**src/rtl/led_blink_driver_pkg.sv**
```systemverilog
// Shared definitions for the LED blink driver: FSM state encoding and
// default timing constants shared with the button debouncer.
package led_blink_driver_pkg;

  typedef enum logic [1:0] {
    ST_IDLE = 2'd0,
    ST_ON   = 2'd1,
    ST_GAP  = 2'd2
  } state_t;

  // Default timings (clk cycles) shared with debounce_button.
  localparam int DEBOUNCE_CYCLES = 1_000_000;
  localparam int BLINK_CYCLES    = 5_000_000;

  localparam int DEF_CNT_W  = 32;
  localparam int DEF_PEND_W = 4;

  // Largest value representable in an unsigned counter of width w.
  function automatic int sat_max(input int w);
    return (32'sd1 <<< w) - 32'sd1;
  endfunction

endpackage

```
**src/rtl/led_blink_driver_sat_counter.sv**
```systemverilog
// Saturating up/down counter. Simultaneous inc and dec cancel out; an inc
// that would pass the maximum is refused and flagged on sat_drop.
module sat_up_down_counter
  import led_blink_driver_pkg::*;
#(
  parameter int W = 4
) (
  input  logic         clk,
  input  logic         rst_n,
  input  logic         inc,
  input  logic         dec,
  output logic [W-1:0] q,
  output logic         sat_drop
);

  localparam logic [W-1:0] Q_MAX  = W'(sat_max(W));
  localparam logic [W-1:0] Q_ZERO = {W{1'b0}};
  localparam logic [W-1:0] Q_ONE  = W'(1);

  logic [W-1:0] q_next;

  // Next count and saturation drop decode.
  always_comb begin
    q_next   = q;
    sat_drop = 1'b0;
    if (inc && !dec) begin
      if (q == Q_MAX) begin
        sat_drop = 1'b1;
      end else begin
        q_next = q + Q_ONE;
      end
    end else if (dec && !inc) begin
      if (q != Q_ZERO) begin
        q_next = q - Q_ONE;
      end else begin
        q_next = q;
      end
    end else begin
      q_next = q;
    end
  end

  // Count register.
  always_ff @(posedge clk or negedge rst_n) begin
    if (!rst_n) begin
      q <= Q_ZERO;
    end else begin
      q <= q_next;
    end
  end

endmodule

```
**src/rtl/led_blink_driver.sv**
```systemverilog
// LED blink driver: turns each single-cycle event pulse into one visible blink
// (ON_CYCLES high, then OFF_CYCLES forced low). Events arriving mid-blink are
// queued in a saturating pending counter and replayed back to back.
module led_blink_driver
  import led_blink_driver_pkg::*;
#(
  parameter int ON_CYCLES  = BLINK_CYCLES,
  parameter int OFF_CYCLES = BLINK_CYCLES,
  parameter int CNT_W      = DEF_CNT_W,
  parameter int PEND_W     = DEF_PEND_W
) (
  input  logic              clk,
  input  logic              rst_n,
  input  logic              pulse_in,
  input  logic              clr_ovf,
  output logic              led,
  output logic              busy,
  output logic [PEND_W-1:0] pending,
  output logic              overflow
);

  localparam logic [CNT_W-1:0] ON_LIM  = CNT_W'(ON_CYCLES);
  localparam logic [CNT_W-1:0] OFF_LIM = CNT_W'(OFF_CYCLES);
  localparam logic [CNT_W-1:0] T_ONE   = CNT_W'(1);
  localparam logic [CNT_W-1:0] T_ZERO  = {CNT_W{1'b0}};
  localparam logic [PEND_W-1:0] P_ZERO = {PEND_W{1'b0}};

  state_t            state;
  state_t            state_next;
  logic [CNT_W-1:0]  timer;
  logic [CNT_W-1:0]  timer_next;
  logic              led_next;
  logic              pend_inc;
  logic              pend_dec;
  logic              sat_drop;

  // Pending queue: grows on pulses during a blink, shrinks when a queued blink starts.
  sat_up_down_counter #(
    .W(PEND_W)
  ) u_pending (
    .clk      (clk),
    .rst_n    (rst_n),
    .inc      (pend_inc),
    .dec      (pend_dec),
    .q        (pending),
    .sat_drop (sat_drop)
  );

  // Next-state, phase timer and queue control. A pulse on the last GAP cycle
  // is counted and immediately consumed, so the FSM chains straight into ON.
  always_comb begin
    state_next = state;
    timer_next = timer;
    pend_inc   = 1'b0;
    pend_dec   = 1'b0;
    case (state)
      ST_IDLE: begin
        if (pulse_in) begin
          state_next = ST_ON;
          timer_next = T_ONE;
        end else begin
          state_next = ST_IDLE;
          timer_next = T_ZERO;
        end
      end
      ST_ON: begin
        pend_inc = pulse_in;
        if (timer == ON_LIM) begin
          state_next = ST_GAP;
          timer_next = T_ONE;
        end else begin
          state_next = ST_ON;
          timer_next = timer + T_ONE;
        end
      end
      ST_GAP: begin
        pend_inc = pulse_in;
        if (timer == OFF_LIM) begin
          if ((pending != P_ZERO) || pulse_in) begin
            state_next = ST_ON;
            timer_next = T_ONE;
            pend_dec   = 1'b1;
          end else begin
            state_next = ST_IDLE;
            timer_next = T_ZERO;
          end
        end else begin
          state_next = ST_GAP;
          timer_next = timer + T_ONE;
        end
      end
      default: begin
        state_next = ST_IDLE;
        timer_next = T_ZERO;
      end
    endcase
    led_next = (state_next == ST_ON);
  end

  // State, timer and LED registers.
  always_ff @(posedge clk or negedge rst_n) begin
    if (!rst_n) begin
      state <= ST_IDLE;
      timer <= T_ZERO;
      led   <= 1'b0;
    end else begin
      state <= state_next;
      timer <= timer_next;
      led   <= led_next;
    end
  end

  // Sticky overflow flag; a new drop takes priority over a clear.
  always_ff @(posedge clk or negedge rst_n) begin
    if (!rst_n) begin
      overflow <= 1'b0;
    end else if (sat_drop) begin
      overflow <= 1'b1;
    end else if (clr_ovf) begin
      overflow <= 1'b0;
    end else begin
      overflow <= overflow;
    end
  end

  assign busy = (state != ST_IDLE);

endmodule

```
**config.mk**
```make
export PLATFORM = sky130hd
export DESIGN_NAME = led_blink_driver
export DESIGN_NICKNAME = d
export VERILOG_FILES = /design/src/rtl/led_blink_driver_pkg.sv /design/src/rtl/led_blink_driver_sat_counter.sv /design/src/rtl/led_blink_driver.sv
export SDC_FILE = /design/constraint.sdc
export NUM_CORES = 1
export LEC_CHECK = 0
export ABC_AREA = 1
export CAP_MARGIN = 5
export CORE_UTILIZATION = 55
export CTS_CLUSTER_SIZE = 24
export DETAILED_ROUTE_END_ITERATION = 8
export GPL_TIMING_DRIVEN = 0
export PLACE_DENSITY = 0.76
export SYNTH_ARGS = -nofsm -noshare
export SYNTH_HDL_FRONTEND = slang
export SYNTH_SLANG_ARGS = --single-unit
```
**constraint.sdc**
```tcl
create_clock -name clk -period 2.2 [get_ports clk]
set_clock_uncertainty 0.2 [all_clocks]
set_input_delay 0.22 -clock clk [delete_from_list [all_inputs] [get_ports clk]]
set_output_delay 0.22 -clock clk [all_outputs]
set_load 0.01 [all_outputs]
```
==> results of run 1 <==
[timing repair]
item,4_1_cts,5_1_grt
gates resized for setup,4,20
buffers inserted,5,12
hold endpoints to repair,40,0
setup endpoints to repair,3,5
hold buffers,1,0
pin swaps,3,11
[synth_stat cells]
cell	instances	share of area, %
nand2_1	93	13
nor2_1	71	9.8
inv_1	51	7.0
dfrtp_1	40	37
nand3_1	25	4.6
nor3_1	18	3.3
o211ai_1	12	3.3
nand4_1	10	2.3
xor2_1	10	3.2
ha_1	8	3.7
inv_2	6	0.83
nor2_2	6	1.4
nand2_2	5	1.1
xnor2_1	5	1.6
a21oi_1	4	0.74
clkbuf_1	3	0.41
nor3_2	3	1.1
a211oi_1	2	0.55
a31oi_1	2	0.46
nand3_2	2	0.74
a21o_1	1	0.28
buf_1	1	0.14
buf_6	1	0.41
fa_1	1	0.74
nand2_4	1	0.41
nand3b_1	1	0.28
nor3_4	1	0.60
nor4_1	1	0.23
nor4_2	1	0.46
o21ai_0	1	0.18
o22ai_1	1	0.23
or2_2	1	0.23
[area by class of cell]
type,instances,area [µm²]
repair buffers,28,236.5
flip-flops and latches,40,1007
fillers,408,1525
clock buffers,5,68.82
multi-input cells,286,1578
inverters,57,216.5
plain buffers,5,26.28
clock inverters,2,12.51
well taps,67,83.83
[metal layers]
| layer | global-route usage [%] | vias up | share of wire [%] |
|---|---|---|---|
| met1 | 38.82 | 1240 | 45 |
| met5 | 0 | - | 0 |
| met2 | 45.17 | 81 | 47 |
| li1 | - | 1302 | - |
| met3 | 5.972 | 16 | 5.2 |
| met4 | 11.98 | 0 | 2.8 |
[cell families (layout without fill, tap and decap cells)]
group	after synthesis	after routing	synth area share (%)
AO/OA/AOI/OAI	23	23	5.747
XOR/XNOR	15	15	4.827
adder cells (fa/ha/maj)	9	9	4.414
buffers and inverters	62	97	8.827
flip-flops	40	40	36.78
AND/OR/NAND/NOR	239	239	39.40
[critical path: cells and delay by family (launching register included)]
| kind | cells | cell delay, ns |
|---|---|---|
| and+or+nand+nor | 12 | 1.01 |
| buffers and inverters | 2 | 0.13 |
| AOI/OAI and AO/OA | 1 | 0.16 |
| adders and majority gates | 2 | 0.35 |
| DFF | 1 | 0.44 |
[through the flow]
stage / utilization, % / hold slack, ns / setup slack, ns
2_1_floorplan: - / -0.2756 / -0.07439
3_3_place_gp: 61.79 / 0.3185 / -0.3568
3_5_place_dp: 61.68 / 0.2005 / -0.3941
4_1_cts: 64.58 / 0.2986 / -0.1263
5_1_grt: 67.92 / 0.2926 / -0.2852
6_report: 67.92 / 0.2987 / -0.1837
[final timing paths]
kind | start | endpoint | slack [ns] | cells after the start
setup / recovery | timer[0]$_DFF_PN0_ | u_pending.q[3]$_DFFE_PN0P_ | -0.18 | 17
hold / removal | clr_ovf | overflow$_DFFE_PN0P_ | 0.30 | 2
setup reg to reg | timer[0]$_DFF_PN0_ | u_pending.q[3]$_DFFE_PN0P_ | -0.18 | 17
hold reg to reg | overflow$_DFFE_PN0P_ | overflow$_DFFE_PN0P_ | 0.35 | 2
max in group asynchronous | rst_n | timer[0]$_DFF_PN0_ | 0.79 | 2
min in group asynchronous | rst_n | timer[30]$_DFF_PN0_ | 0.38 | 2
[state kept, by name (all words and copies together), names as in the netlist]
name / cells
timer: 32
u_pending.q: 4
state: 2
led: 1
overflow: 1
[power breakdown]
group	switching, mW	total (mW)	leakage, nW	internal, mW
logic	0.445	0.861	0.920	0.416
clock network	0.265	0.480	0.0400	0.215
registers	0.102	0.932	0.528	0.830
==> flow_metrics.env, run 1 <==
export IMPL_clockBufferDepth=2
export IMPL_end_kind="flip-flop"
export IMPL_crit_top_cell="nand2_2"
export IMPL_worst_path_max_fanout=3
export IMPL_power_density_mw_per_mm2=703.8
export IMPL_leakagePower_nw=1.488
export IMPL_finalSetupViolCount=3
export IMPL_drt_first_iter_violations=306
export IMPL_fmax_mhz=419.5
export IMPL_fin_nets=436
export IMPL_syn_area_mm2=0.002721
export IMPL_worst_pin_slew_ns=0.9007
export IMPL_synth_cell_types=32
export IMPL_drc=0
export IMPL_antenna_cells=0
export IMPL_die_w_um=72.34
export IMPL_drive_gt1_share_pct=17.26
export IMPL_globalRouteTotalUtil_pct=28.80
export IMPL_grt_max_degree=41
export IMPL_setup_ws_ns=-0.1837
export IMPL_fin_tns_setup_ns=-0.2738
export IMPL_die_height_um=72.34
export IMPL_syn_num_nets=401
export IMPL_max_cap_violations=0
export IMPL_place_hpwl_mm=4.970
export IMPL_cts_tree="built"
export IMPL_drt_total_wl_mm=6.983
export IMPL_finalPower_mw=2.273
export IMPL_io_buffers=10
export IMPL_routabilityCongestion=0.9280
export IMPL_cp_arrival_ns=2.38
export IMPL_die_area_mm2=0.005233
export IMPL_min_path_type="in2reg"
export IMPL_antenna_found_initial=0
export IMPL_routed_via_density=5.386
export IMPL_finalCritPeriodShare_pct=108.4
export IMPL_worst_path_max_delay_cell="dfrtp_2"
export IMPL_placed_area_mm2=0.002933
export IMPL_vias=2639
export IMPL_dp_cells=465
export IMPL_post_drt_wl_per_cell_um=14.25
export IMPL_design_portCount=11
export IMPL_ant_nets=0
export IMPL_avgSynthCellArea_um2=7.014
export IMPL_rows=25
export IMPL_worstPathRequired_ns=2.20
export IMPL_stdcell_count=490
export IMPL_core_mm2=0.004755
export IMPL_synthToLayoutAreaGrowth_pct=18.67
export IMPL_max_stage_delay_ns=0.44
export IMPL_finalCriticalPeriod_ns=2.384
export IMPL_relSlewSlack_pct=39.96
export IMPL_gr_total_overflow=0
export IMPL_clk_latency_ns=0.30
export IMPL_worstPathCellList="inv_4 > ha_4 > nand2_2 > nor2_2 > nand2_2 > nor2_4 > nand3_4 > nand2_4 > ha_4 > nand2_2 > nand2_2 > a31oi_4 > inv_1 > nand2_1 > nand3_1 > nand2_1 > nand2_1"
export IMPL_cts_sinks=40
export IMPL_status="complete, but fails checks"
export IMPL_grt_pass1_wl_mm=11.50
export IMPL_dr_pass1_iters=5
export IMPL_ys_ff_latch=40
export IMPL_path_clk_slew_ns=0.08
export IMPL_design_area_mm2=0.003229
export IMPL_cts_root_buf="clkbuf_8"
export IMPL_synthCells=388
export IMPL_crit_type="reg2reg"
export IMPL_initial_core_util_pct=57.24
export IMPL_synth_seq_area_share_pct=36.78
export IMPL_final_common_cell="nand2_1"
export IMPL_drv_slew=0
export IMPL_layout_common_cells="nand2_1 (87), nor2_1 (68), inv_1 (49)"
export IMPL_peakVddDrop_mv=0.6597
export IMPL_final_hold_viol_count=0
export IMPL_synth_warnings=0
export IMPL_rsz0062_at_grt="yes"
export IMPL_cts_made_buffers=5
export IMPL_grt_pass1_vias=2500
export IMPL_violations="negative setup slack"
export IMPL_cts_htree_levels=2
export IMPL_cp_start_kind="flip-flop"
Note: power is estimated with default switching activity, not from simulation.
==> run 2: changes to the inputs <==
Settings changed: ABC_AREA 1 to not set, CORE_UTILIZATION 55 to 54, PLACE_DENSITY 0.76 to 0.75, RECOVER_POWER set to 100.
==> run 2 against run 1 <==
Compared with the run above: the flow still finishes with violations (negative setup slack); routed wire length is 11% lower; largest power group unchanged; synthesized cell count is 36% lower; global-route usage is 0.92 points lower; die area is 9.8% lower; sequential share of layout area is 1.3 points higher; setup slack worse by 0.34 ns.
==> flow_metrics.env, run 2 <==
export IMPL_fin_nets=307
export IMPL_setup_ws_ns=-0.5279
export IMPL_fmax_mhz=366.6
export IMPL_synth_warnings=0
export IMPL_gr_total_overflow=0
export IMPL_ys_ff_latch=40
export IMPL_post_drt_wl_per_cell_um=17.92
export IMPL_ff2ff_path_depth=9
export IMPL_yosysMostFrequentCell="dfrtp_1"
export IMPL_antenna_found_initial=0
export IMPL_relSlewSlack_pct=35.80
export IMPL_finalCriticalPeriod_ns=2.728
export IMPL_drive_gt1_share_pct=28.14
export IMPL_power_density_mw_per_mm2=733.6
export IMPL_min_path_type="in2reg"
export IMPL_worstPathRequired_ns=2.17
export IMPL_cts_sinks=40
export IMPL_routabilityCongestion=0.8446
export IMPL_synth_seq_area_share_pct=41.67
export IMPL_finalPower_mw=2.284
export IMPL_die_w_um=68.70
export IMPL_max_cap_violations=0
export IMPL_violations="negative setup slack"
export IMPL_layout_common_cells="nor2_1 (37), dfrtp_1 (31), xor2_1 (23), buf_4 (23), nand4_1 (20)"
export IMPL_ant_nets=0
export IMPL_worst_pin_slew_ns=0.9630
export IMPL_final_common_cell="nor2_1"
export IMPL_leakagePower_nw=1.379
export IMPL_cts_tree="built"
export IMPL_core_mm2=0.004144
export IMPL_die_height_um=68.70
export IMPL_cts_made_buffers=5
export IMPL_drc=0
export IMPL_initial_core_util_pct=57.97
export IMPL_globalRouteTotalUtil_pct=27.88
export IMPL_io_buffers=10
export IMPL_finalSetupViolCount=4
export IMPL_fin_tns_setup_ns=-1.580
export IMPL_drv_slew=0
export IMPL_synthTopCellsByArea="dfrtp_1 (42%), xor2_1 (8.4%), nor2_1 (5.9%), nand4_1 (5.2%), ha_1 (4.2%)"
export IMPL_cts_root_buf="clkbuf_8"
export IMPL_synth_top_flop_cell="dfrtp_1"
export IMPL_syn_area_mm2=0.002402
export IMPL_crit_type="reg2reg"
export IMPL_die_area_mm2=0.004720
export IMPL_largest_register_ffs=32
export IMPL_synthToLayoutAreaGrowth_pct=29.64
export IMPL_design_area_mm2=0.003114
export IMPL_place_hpwl_mm=3.666
export IMPL_end_kind="flip-flop"
export IMPL_cp_arrival_ns=2.70
export IMPL_synth_edf_count=0
export IMPL_status="complete, but fails checks"
export IMPL_synthCells=250
export IMPL_regMostFlops="timer"
export IMPL_grt_max_degree=41
export IMPL_avgSynthCellArea_um2=9.609
export IMPL_syn_num_nets=263
export IMPL_critical_path_top_delay_family="compound AO/OA/AOI/OAI gates"
export IMPL_worstSetupPathDepth=9
export IMPL_whs_path_depth=2
export IMPL_grt_pass1_vias=2008
export IMPL_peakVddDrop_mv=0.4296
export IMPL_worst_path_max_delay_cell="dfrtp_1"
export IMPL_drt_first_iter_violations=200
export IMPL_finalCritPeriodShare_pct=124.0
export IMPL_top_regs="timer: 32 flops, u_pending.q: 4 flops, state: 2 flops"
export IMPL_hold_slack_ns=0.2949
export IMPL_yosysTopAreaCell="dfrtp_1"
export IMPL_vias=2155
export IMPL_worstPathCellList="nor4b_2 > nand4_1 > o31ai_4 > ha_4 > a21oi_2 > nand2_2 > o41a_1 > o21ai_1 > o211ai_1"
export IMPL_rows=23
export IMPL_clockBufferDepth=2
export IMPL_dr_pass1_iters=5
export IMPL_cp_start_kind="flip-flop"
export IMPL_drt_total_wl_mm=6.184
export IMPL_final_hold_viol_count=0
export IMPL_routed_via_density=6.246
export IMPL_rsz0062_at_grt="yes"
export IMPL_synth_async_reset_ratio_pct=100.0
export IMPL_design_portCount=11
export IMPL_cts_htree_levels=2
export IMPL_fin_util_pct=75.15
export IMPL_antenna_cells=0
export IMPL_worst_path_max_fanout=7
export IMPL_path_clk_slew_ns=0.08
export IMPL_placed_area_mm2=0.002594
export IMPL_grt_pass1_wl_mm=9.591
export IMPL_synth_top_cell_area_share_pct=41.67
export IMPL_clk_latency_ns=0.30
export IMPL_synth_common_cells="dfrtp_1 (40), nor2_1 (38), xor2_1 (23), nand4_1 (20), nand3_1 (16)"
export IMPL_critPathBufInv=0
export IMPL_synth_cell_types=47
export IMPL_max_stage_delay_ns=0.47
run 2: changes by cell type after synthesis, sizes merged, moves of 4 or more:
cell,before,now
and2,0,4
nor4,2,8
nand4,10,20
and3,0,4
nor4b,0,7
nor3,22,8
nor2,77,38
inv,57,9
xor2,10,23
nand2,99,15
nand3,27,16
o211ai,12,2
run 2: worst paths after layout:
path / slack (ns) / start / end
worst min register to register: 0.34 / overflow$_DFFE_PN0P_ / overflow$_DFFE_PN0P_
max in group asynchronous: 0.73 / rst_n / timer[14]$_DFF_PN0_
worst max-delay path: -0.53 / timer[2]$_DFF_PN0_ / u_pending.q[3]$_DFFE_PN0P_
worst min-delay path: 0.29 / clr_ovf / overflow$_DFFE_PN0P_
min in group asynchronous: 0.40 / rst_n / timer[6]$_DFF_PN0_
worst max register to register: -0.53 / timer[2]$_DFF_PN0_ / u_pending.q[3]$_DFFE_PN0P_
run 2: cell families after synthesis:
family | share of synthesized area, %
adders and majority gates | 5.000
and+or+nand+nor | 31.30
AOI/OAI and AO/OA | 6.198
DFF | 41.67
buffers and inverters | 2.864
xor gates and xnor gates | 10.57
muxes | 2.396
run 2: area by class of cell:
| type | instances | area (µm²) |
|---|---|---|
| clock inverter | 2 | 35.03 |
| multi-input combinational | 195 | 1516 |
| inverter | 9 | 33.78 |
| timing repair buffer | 38 | 335.3 |
| sequential | 40 | 1012 |
| tap | 50 | 62.56 |
| clock buffer | 6 | 72.57 |
| buffer | 5 | 46.29 |
| fill | 282 | 1030 |
run 2: what timing repair did:
| action | in CTS | in global routing |
|---|---|---|
| gates cloned | 0 | 0 |
| hold endpoints to repair | 40 | 0 |
| pin swaps | 15 | 8 |
| setup endpoints to repair | 26 | 36 |
| hold buffers | 1 | 0 |
| resized for setup | 27 | 19 |
| buffers inserted | 21 | 6 |
run 2: power breakdown:
group / switching [mW] / internal (mW)
clock: 0.258 / 0.337
sequential: 0.140 / 0.837
combinational: 0.330 / 0.383
total: 0.728 / 1.56
run 2: layer usage:
metal | global-route usage, % | vias to the layer above | part of all wire [%]
met5 | 0 | - | 0
met4 | 9.949 | 0 | 1.6
met3 | 6.086 | 10 | 4.7
met2 | 44.12 | 76 | 49
met1 | 37.47 | 1072 | 45
li1 | - | 997 | -
run 2: per-stage QoR:
stage,worst slack (ns),instances
after detailed placement,-0.7434,310
after global routing,-0.6359,345
after global placement,-0.6898,310
after CTS,-0.4886,339
final,-0.5279,345
after floorplan,-0.4620,250
==> run 3: changes to the inputs <==
Settings changed: HOLD_SLACK_MARGIN set to 0.02, PLACE_DENSITY 0.75 to 0.76, SYNTH_HIERARCHICAL set to 1.
==> run 3 against run 2 <==
Compared with the run above: the run still ends with negative setup slack left; fmax down 15%; combinational power down 42%; routed wire length is 3.1% lower; sequential power is 10% lower; utilization rose by 7.1 points; clock-buffer cell count rose by 2; global-route usage up 2.3 points; cell count fell by 1.2%; clock power down 13%; critical path depth increased by 5; sequential cell count unchanged.
==> flow_metrics.env, run 3 <==
export IMPL_crit_type="reg2reg"
export IMPL_power_density_mw_per_mm2=577.0
export IMPL_hp_start="overflow$_DFFE_PN0P_"
export IMPL_ant_nets=0
export IMPL_synth_edf_count=0
export IMPL_final_hold_viol_count=0
export IMPL_grt_pass1_vias=2002
export IMPL_seqPwrFrac_pct=48.6
export IMPL_critPathLaunch="timer[14]$_DFF_PN0_"
export IMPL_globalRouteTotalUtil_pct=30.16
export IMPL_dr_pass1_iters=4
export IMPL_cts_tree="built"
export IMPL_r2r_start="timer[14]$_DFF_PN0_"
export IMPL_synthCells=235
export IMPL_worst_path_max_fanout=4
export IMPL_status="complete, but fails checks"
export IMPL_core_mm2=0.003799
export IMPL_cp_arrival_ns=3.19
export IMPL_dp_slack_ns=-1.208
export IMPL_finalCriticalPeriod_ns=3.200
export IMPL_final_common_cell="dfrtp_1"
export IMPL_fin_util_pct=82.21
export IMPL_cts_sinks=40
export IMPL_drc=0
export IMPL_antenna_found_initial=0
export IMPL_synthToLayoutAreaGrowth_pct=40.78
export IMPL_drive_gt1_share_pct=31.74
export IMPL_synth_async_reset_ratio_pct=100.0
export IMPL_synth_common_cells="nor2_1 (41), dfrtp_1 (40), nand2_1 (19), xnor2_1 (18), xor2_1 (14)"
export IMPL_min_path_type="reg2reg"
export IMPL_p_clk_share_pct=28.6
export IMPL_gr_total_overflow=0
export IMPL_worstPathRequired_ns=2.19
export IMPL_swShare_pct=29.19
export IMPL_post_drt_wl_per_cell_um=17.57
export IMPL_finalCritPeriodShare_pct=145.5
export IMPL_finalSetupViolCount=40
export IMPL_end_kind="flip-flop"
export IMPL_combinationalPowerShare_pct=22.8
export IMPL_synth_seq_area_share_pct=45.12
export IMPL_power_internal_mw=1.276
export IMPL_relSlewSlack_pct=32.17
export IMPL_die_height_um=66.10
export IMPL_yosysTopAreaCell="dfrtp_1"
export IMPL_yosysMostFrequentCell="nor2_1"
export IMPL_fmax_mhz=312.5
export IMPL_top_regs="timer: 32 flops, u_pending/q: 4 flops, state: 2 flops"
export IMPL_drt_total_wl_mm=5.993
export IMPL_drv_slew=0
export IMPL_synth_warnings=6
export IMPL_synth_top_cell_area_share_pct=45.12
export IMPL_cp_start_kind="flip-flop"
export IMPL_finalPower_mw=1.802
export IMPL_clockBufferDepth=2
export IMPL_clk_latency_ns=0.30
export IMPL_drt_first_iter_violations=121
export IMPL_io_buffers=10
export IMPL_max_cap_violations=0
export IMPL_grt_max_degree=41
export IMPL_initial_core_util_pct=58.40
export IMPL_grt_pass1_wl_mm=9.701
export IMPL_avgSynthCellArea_um2=9.440
export IMPL_violations="negative setup slack"
export IMPL_regMostFlops="timer"
export IMPL_place_hpwl_mm=2.994
export IMPL_stdcell_count=341
export IMPL_worst_pin_slew_ns=1.017
export IMPL_largest_register_ffs=32
export IMPL_cts_root_buf="clkbuf_8"
export IMPL_synth_top_flop_cell="dfrtp_1"
export IMPL_leakagePower_nw=1.350
export IMPL_routabilityCongestion=0.8898
export IMPL_syn_num_nets=249
export IMPL_dp_cells=293
export IMPL_vias=1957
export IMPL_rsz0062_at_grt="yes"
export IMPL_synthTopCellsByArea="dfrtp_1 (45%), xnor2_1 (7.1%), nor2_1 (6.9%), xor2_1 (5.5%), ha_1 (5.1%)"
export IMPL_peakVddDrop_mv=0.5703
export IMPL_ys_ff_latch=40
export IMPL_routed_via_density=5.739
export IMPL_cts_htree_levels=2
export IMPL_power_switching_uw=526.1
export IMPL_setup_ws_ns=-0.9999
export IMPL_synth_cell_types=37
export IMPL_rows=22
export IMPL_layout_common_cells="dfrtp_1 (38), nor2_1 (37), buf_4 (21)"
export IMPL_die_area_mm2=0.004369
export IMPL_path_clk_slew_ns=0.08
export IMPL_cts_made_buffers=5
export IMPL_syn_area_mm2=0.002218
export IMPL_die_w_um=66.10
export IMPL_antenna_cells=0
export IMPL_fin_nets=306
export IMPL_design_portCount=11
==> run 3: changes by cell type after synthesis, moves of 3 or more <==
cell / before / now
a21oi_1: 3 / 6
or4_1: 1 / 5
nand2_1: 15 / 19
nor4b_1: 6 / 3
and3_1: 4 / 1
and2_1: 4 / 1
xnor2_1: 6 / 18
xor2_1: 23 / 14
nand3_1: 16 / 13
nand4_1: 20 / 11
or2_2: 0 / 4
nor2_1: 38 / 41
==> run 3: power by group through the flow <==
stage	sequential, mW	combinational, mW	clock, mW
4_1_cts	0.870	0.377	0.507
3_5_place_dp	0.872	0.330	0
5_1_grt	0.886	0.448	0.551
3_3_place_gp	0.874	0.320	0
6_report	0.877	0.410	0.515
2_1_floorplan	0.876	0.178	0
==> run 3: logic make-up (layout without fill, tap and decap cells) <==
group	Yosys count	after routing	share of synthesized area (%)
buffers and inverters	19	77	3.723
AND/OR/NAND/NOR	118	118	27.13
flip-flops	40	40	45.12
AO/OA/AOI/OAI	14	14	4.061
adder cells (fa/ha/maj)	10	10	5.979
XOR/XNOR	32	32	12.63
multiplexers	2	2	1.354
==> run 3: routing by layer <==
metal | global-route usage, % | share of wire [%] | routed length, µm | up-vias
met3 | 4.828 | 3.6 | 217 | 16
li1 | - | - | - | 923
met4 | 12.77 | 3.0 | 180 | 0
met2 | 53.70 | 52 | 3113 | 60
met5 | 0 | 0 | 0 | -
met1 | 35.67 | 41 | 2482 | 958
==> run 3: worst paths after layout <==
check,endpoint,slack (ns),cells past startpoint
max in group asynchronous,timer[0]$_DFF_PN0_,0.69,2
min,overflow$_DFFE_PN0P_,0.29,1
max reg2reg,u_pending/q[3]$_DFFE_PN0P_,-1.0,14
max,u_pending/q[3]$_DFFE_PN0P_,-1.0,14
min in group asynchronous,timer[10]$_DFF_PN0_,0.42,2
min reg2reg,overflow$_DFFE_PN0P_,0.29,1
==> run 3: layout make-up <==
type	instances	area [µm²]
buffer	5	48.80
clock buffer	8	90.09
fill	213	675.6
inverter	13	51.30
multi-input combinational	176	1334
sequential	40	1003
tap	48	60.06
timing repair buffer	51	535.5
==> run 3: metrics by stage <==
step / hold slack [ns] / TNS (ns) / area [µm²]
3_3_place_gp: 0.2759 / -20.53 / 2412
3_5_place_dp: 0.1906 / -11.13 / 2407
6_report: 0.2862 / -15.35 / 3123
4_1_cts: 0.2935 / -35.60 / 3012
2_1_floorplan: -0.2756 / -4.219 / 2252
5_1_grt: 0.2974 / -17.16 / 3123
==> run 3: worst max-delay path, cell delays in order (launching register included) <==
cell and delay [ns]:
dfrtp_2 0.38, inv_2 0.04, or4_4 0.53, or4_4 0.51, or2_4 0.25, inv_2 0.05, inv_2 0.03, ha_4 0.16
inv_4 0.07, ha_4 0.19, a21o_1 0.16, a21oi_2 0.16, xnor2_2 0.14, nand2_2 0.09, xnor2_2 0.13
==> run 3: timing repair <==
item                       4_1_cts  5_1_grt
setup buffers                   38        9
hold buffers                     1        0
pin swaps                       11       13
gates resized for setup         36       34
setup endpoints to repair       39       40
cloned                           3        0
hold endpoints to repair        40        0
